### src/rtl/mult_pkg.sv
// mult_pkg
//   Shared types and constants for the shift-add multiplier controller.
//   ctrl_state_t : controller state encoding
//   MULT_DW      : default operand width / iteration count
package mult_pkg;

    localparam int MULT_DW = 8;

    typedef enum logic [2:0] {
        IDLE,
        LOAD,
        TEST,
        ADD,
        SHIFT,
        DONE
    } ctrl_state_t;

endpackage

### src/rtl/mult_iter_cnt.sv
// mult_iter_cnt
//   Loadable, saturating down counter that tracks remaining multiplier bits.
//   Ports:
//     clk    in   clock
//     reset  in   asynchronous active-high reset, clears count
//     ld     in   load count with dw (has priority over ena)
//     ena    in   decrement by one, sticks at zero
//     count  out  remaining iterations
module mult_iter_cnt
    import mult_pkg::*;
#(
    parameter int dw = MULT_DW,
    parameter int CW = $clog2(dw + 1)
) (
    input  logic          clk,
    input  logic          reset,
    input  logic          ld,
    input  logic          ena,
    output logic [CW-1:0] count
);

    always_ff @(posedge clk or posedge reset) begin
        if (reset) begin
            count <= '0;
        end else if (ld) begin
            count <= CW'(dw);
        end else if (ena && (count != '0)) begin
            count <= count - CW'(1);
        end
    end

endmodule

### src/rtl/shift_add_mult_ctrl.sv
// shift_add_mult_ctrl
//   Sequencer for a sequential shift-add multiplier datapath. Issues load,
//   then for each multiplier bit an optional add followed by a shift, and
//   reports busy/done to the host.
//   Ports:
//     clk       in   clock
//     reset     in   asynchronous active-high reset, forces IDLE
//     start     in   multiply request, honoured only in IDLE or DONE
//     mplr_lsb  in   current LSB of the datapath multiplier register
//     load      out  capture operands, clear accumulator
//     add_en    out  accumulator += multiplicand
//     shift_en  out  shift accumulator/multiplier right one bit
//     busy      out  high in LOAD, TEST, ADD, SHIFT
//     done      out  high in DONE
//     count     out  remaining iterations
//   Build option:
//     MULT_CTRL_DONE_HOLD_EN  when defined, DONE holds until the next start;
//                             otherwise done is a one-cycle pulse.
//
//   state | meaning
//   IDLE  | waiting for start, all outputs low
//   LOAD  | datapath captures operands, counter loads dw
//   TEST  | inspect multiplier LSB (updated at the previous edge)
//   ADD   | accumulate multiplicand for a set bit
//   SHIFT | shift datapath, consume one iteration
//   DONE  | result ready
module shift_add_mult_ctrl
    import mult_pkg::*;
#(
    parameter int dw = MULT_DW,
    parameter int CW = $clog2(dw + 1)
) (
    input  logic          clk,
    input  logic          reset,
    input  logic          start,
    input  logic          mplr_lsb,
    output logic          load,
    output logic          add_en,
    output logic          shift_en,
    output logic          busy,
    output logic          done,
    output logic [CW-1:0] count
);

    ctrl_state_t state;
    ctrl_state_t state_nxt;

    mult_iter_cnt #(
        .dw (dw),
        .CW (CW)
    ) u_iter_cnt (
        .clk   (clk),
        .reset (reset),
        .ld    (state == LOAD),
        .ena   (state == SHIFT),
        .count (count)
    );

    always_ff @(posedge clk or posedge reset) begin
        if (reset) begin
            state <= IDLE;
        end else begin
            state <= state_nxt;
        end
    end

    always_comb begin
        state_nxt = state;
        case (state)
            IDLE:  if (start) state_nxt = LOAD;
            LOAD:  state_nxt = TEST;
            TEST:  state_nxt = mplr_lsb ? ADD : SHIFT;
            ADD:   state_nxt = SHIFT;
            // count still holds the pre-decrement value here, so 1 means
            // this shift consumes the last bit.
            SHIFT: state_nxt = (count == CW'(1)) ? DONE : TEST;
            DONE: begin
`ifdef MULT_CTRL_DONE_HOLD_EN
                state_nxt = start ? LOAD : DONE;
`else
                state_nxt = start ? LOAD : IDLE;
`endif
            end
            default: state_nxt = IDLE;
        endcase
    end

    always_comb begin
        load     = 1'b0;
        add_en   = 1'b0;
        shift_en = 1'b0;
        busy     = 1'b0;
        done     = 1'b0;
        case (state)
            LOAD: begin
                load = 1'b1;
                busy = 1'b1;
            end
            TEST: begin
                busy = 1'b1;
            end
            ADD: begin
                add_en = 1'b1;
                busy   = 1'b1;
            end
            SHIFT: begin
                shift_en = 1'b1;
                busy     = 1'b1;
            end
            DONE: begin
                done = 1'b1;
            end
            default: ;
        endcase
    end

endmodule

### config.mk
export PLATFORM = sky130hd
export DESIGN_NAME = shift_add_mult_ctrl
export DESIGN_NICKNAME = d
export VERILOG_FILES = /design/src/rtl/mult_pkg.sv /design/src/rtl/mult_iter_cnt.sv /design/src/rtl/shift_add_mult_ctrl.sv
export SDC_FILE = /design/constraint.sdc
export NUM_CORES = 1
export LEC_CHECK = 0
export CAP_MARGIN = 20
export CORE_AREA = 2 2 39 41
export CTS_CLUSTER_SIZE = 25
export DETAILED_ROUTE_END_ITERATION = 10
export DIE_AREA = 0 0 41 43
export GPL_TIMING_DRIVEN = 0
export PLACE_DENSITY = 0.65
export SETUP_SLACK_MARGIN = 0.02
export SLEW_MARGIN = 20
export SYNTH_ARGS = -nofsm -noshare
export SYNTH_HDL_FRONTEND = slang
export SYNTH_HIERARCHICAL = 1
export SYNTH_SLANG_ARGS = --single-unit
export TNS_END_PERCENT = 50
### constraint.sdc
create_clock -name clk -period 1.46 [get_ports clk]
set_input_delay 0.292 -clock clk [delete_from_list [all_inputs] [get_ports clk]]
set_output_delay 0.292 -clock clk [all_outputs]
set_load 0.02 [all_outputs]
==> flow_results.org <==
** Run status
- The flow ran to the end, but the final reports show violations.
- The checks that failed: setup timing.

** Critical path
- Buf+Inv Stages, Crit Path :: 1
- In this design, the largest share of critical-path delay is due to simple AND/OR/NAND/NOR gates.
- In this design, the stage delay of the slowest critical-path cell is 0.50 ns.
- STA classifies the critical path endpoint as a flop.
- For the worst setup path, the data arrival time is 1.77 ns.
- The critical path goes through buf_6 -> nor3b_4 -> or4b_4 -> a211o_1.
- Along the worst path, the maximum fanout reaches 5.
- The worst setup path is launched from a flop.
- Required @ worst endpoint :: 1.59 ns
- Standard cell with the maximum stage delay on the critical path :: sky130_fd_sc_hd__or4b_4
- Worst setup path category :: flop to flop

** Detailed routing
- Dividing the detail-routed wire length by the instance count gives 12.8 um.
- After detailed routing, the met3 layer carries 19 um of wire.
- Using the TritonRoute via totals, the vias-per-cell ratio works out to 4.98.
- The highest metal layer carrying signal wires in the routed design is met3.
- The detail route stage leaves a number of antenna-violating nets equal to 0.
- Starting DRT DRC Count :: 12
- Routed wire length on met2 :: 636 um
- Metal-1 WL :: 530 um
- The detailed router placed 463 vias in this run.
- Drt total wl :: 1190 um
- For this run, design rule violations remaining after detail routing come to 0.
- The first detailed-routing pass ran for 4 iterations.

** Placed design
- Post-Place Cells :: 78
- After legalization and detailed placement, the total HPWL measured 744 um.
- Number of input and output port buffers inserted :: 12
- GP Congestion :: 0.823

** Yosys
- The cell count after synthesis came out at 50.
- Of the post-synthesis cell area, the dominant cell type holds 36.4%.
- Each instance of the synthesized netlist takes up on average 9.63 um^2.
- Number of distinct standard cells referenced by the synthesized netlist :: 28
- Number of synthesized register bits :: 7
- The Yosys step of the flow raised 6 warnings.
- Most common cell in the synthesized netlist :: sky130_fd_sc_hd__dfrtp_1
- Number of synthesized flops with an enable pin :: 0
- In this run the cell area of the synthesized design comes to 482 um^2.
- Of all cell types, the one taking the most synthesized area is sky130_fd_sc_hd__dfrtp_1.
- The commonest cells after synthesis are sky130_fd_sc_hd__dfrtp_1 (7), sky130_fd_sc_hd__inv_1 (6), sky130_fd_sc_hd__nor2_1 (5).
- Synthesis produced a netlist with a net count of 56.
- By area the synthesized netlist is led by sky130_fd_sc_hd__dfrtp_1 (36%), sky130_fd_sc_hd__ha_1 (5.2%), sky130_fd_sc_hd__buf_6 (4.7%), sky130_fd_sc_hd__inv_1 (4.7%), sky130_fd_sc_hd__mux2_2 (4.7%).
- Top_reg_cell synth :: sky130_fd_sc_hd__dfrtp_1
- Fraction of registers with async set or reset after synthesis :: 100%
- Sequential area share after synthesis :: 36.4%

** GRT
- Number of antenna violations at the first check in global routing :: 0
- Grt total ovfl :: 0
- GR Util All Layers :: 15.7%
- The first global-routing pass estimated 1860 um of wire.
- Entering global routing, the biggest net connects 10 pins.
- Via count of the first global-routing pass :: 430

** Floorplan
- Die height :: 43 um
- The initialized floorplan defines 14 standard-cell rows.
- During I/O placement, the number of pins put on the boundary was 13.
- Core ar. :: 0.00138 mm^2
- The initial utilization of the core area, before any placement, comes to 34.8%.
- Width of the die :: 41 um
- Area of the die :: 0.00176 mm^2

** Pwr
- Fraction of power spent switching nets :: 42.4%
- Peak supply drop :: 891 uV
- Total power per unit cell area :: 2220 mW/mm^2
- Per report_power, the combinational group accounts for 67.7% of the total.
- Clock group share of total power :: 10.1%
- Per report_power, the sequential group accounts for 22.1% of the total.
- The analysis attributes to net switching a power of 0.748 mW.
- For this design the static power due to leakage is 0.363 nW.
- Total Power Consumption :: 1.76 mW
- Cell internal power was estimated by the tool at 1.02 mW.

** Hold path
- The worst hold path belongs to the class primary input to async pin.

** Final layout
- Layout area overhead :: 64.9%
- Of the cells placed in the final design, the portion with a size suffix greater than 1 is 54.5%.
- Nets :: 84
- Antenna diode instance count :: 0
- Post-route non-filler standard cell count :: 93

** STA
- Setup slack after layout :: -0.179 ns
- Fin crit period :: 1.64 ns
- Final clock period utilization by the worst path :: 112%
- Hold Vio Cnt, Final :: 0
- The max-slew violation total from the final report came to 0.
- Max-slew headroom at the worst pin :: 82.2%
- Clock skew on the completed layout was measured at 0.00409 ns.
- Setup violations remaining at the end of the flow were counted as 9.
- Timing would allow up to 610 MHz.
- Actual transition at the worst max-transition pin :: 0.266 ns
- Setup repair after global routing could not meet its margin everywhere.

** Job
- Max cap viols :: 0

** CTS
- Counting along the longest clock path gives a buffer depth of 2.
- Root buf cell :: sky130_fd_sc_hd__clkbuf_4
- Clock-pin slew was measured on the worst setup and hold paths at 0.06 ns.
- The clock reaches the later pin of the worst-skew pair after 0.25 ns.
- TritonCTS built the clock tree.
- Hold repair after CTS inserted 0 buffers.
- The clock net in this run drives a total of 7 sinks.
- In this run, CTS created clock tree buffers numbering 3.
- CTS built an H-tree with a depth of 1.
kinds of logic (layout without fill, tap and decap cells):
| kind of cell | count (synthesis) | in the layout | synth area share (%) |
|---|---|---|---|
| adders and majority gates | 2 | 2 | 5.19 |
| buffers and inverters | 9 | 36 | 10.1 |
| and+or+nand+nor | 22 | 22 | 31.7 |
| xor gates and xnor gates | 1 | 1 | 1.82 |
| AOI/OAI and AO/OA | 6 | 6 | 8.05 |
| muxes | 3 | 3 | 6.75 |
| DFF | 7 | 7 | 36.4 |
through the flow:
stage	hold WS, ns	instance area [um^2]	setup TNS [ns]	utilization [%]	setup slack, ns
3_3_place_gp	0.500	638	-1.45	46.1	-0.423
6_report	0.238	795	-0.787	57.4	-0.179
3_5_place_dp	0.504	638	-1.68	46.1	-0.457
4_1_cts	0.234	746	-0.789	53.9	-0.176
5_1_grt	0.259	795	-1.17	57.4	-0.206
2_1_floorplan	0.0456	498	-0.575	-	-0.278
registers in the layout (all words and copies together), names as in the netlist:
signal / flops
state: 3
u_iter_cnt/count: 4
power by group through the flow:
stage | Clock, mW | Combinational [mW] | Sequential, mW
4_1_cts | 0.185 | 1.04 | 0.393
6_report | 0.179 | 1.19 | 0.391
2_1_floorplan | 0 | 0.549 | 0.428
3_5_place_dp | 0 | 0.889 | 0.394
5_1_grt | 0.196 | 1.28 | 0.404
3_3_place_gp | 0 | 0.872 | 0.389
worst paths after layout:
path,from,to,slack [ns],cells after the start
min in group clk,u_iter_cnt/count[3],u_iter_cnt/count[3],0.60,1
worst max-delay path,state[1],u_iter_cnt/count[3],-0.18,4
worst max register to register,state[1],u_iter_cnt/count[3],-0.18,4
worst min-delay path,reset,state[1],0.24,2
max in group asynchronous,reset,u_iter_cnt/count[0],1.00,2
worst min register to register,u_iter_cnt/count[3],u_iter_cnt/count[3],0.60,1
routing by layer:
layer | GRT usage [%] | up-vias
met5 | 0 | -
met4 | 6.00 | 0
met3 | 3.14 | 0
met2 | 23.1 | 4
met1 | 21.7 | 235
li1 | - | 224
cells in the final DEF, fill, tap and decap left out, types with 3 or more instances in the layout:
cell                              count
sky130_fd_sc_hd__dlygate4sd2_1        4
sky130_fd_sc_hd__buf_4               13
sky130_fd_sc_hd__clkbuf_4             3
sky130_fd_sc_hd__buf_6                5
sky130_fd_sc_hd__dfrtp_1              4
sky130_fd_sc_hd__nor2_1               4
sky130_fd_sc_hd__dfrtp_2              3
sky130_fd_sc_hd__nand2_1              3
sky130_fd_sc_hd__clkdlybuf4s50_1      3
sky130_fd_sc_hd__inv_1                5
timing repair:
item,in CTS,in global routing
pin swaps,2,4
setup endpoints to repair,13,9
resized for setup,42,4
setup buffers,7,4
layout make-up:
class / count / area [um^2]
buffer: 2 / 22.5
clock buffer: 3 / 22.5
timing repair buffer: 23 / 196
fill: 106 / 589
tap: 16 / 20.0
clock inverter: 1 / 5.00
sequential: 7 / 179
multi-input combinational: 34 / 323
inverter: 7 / 26.3
Note: power is estimated with default switching activity, not from simulation.
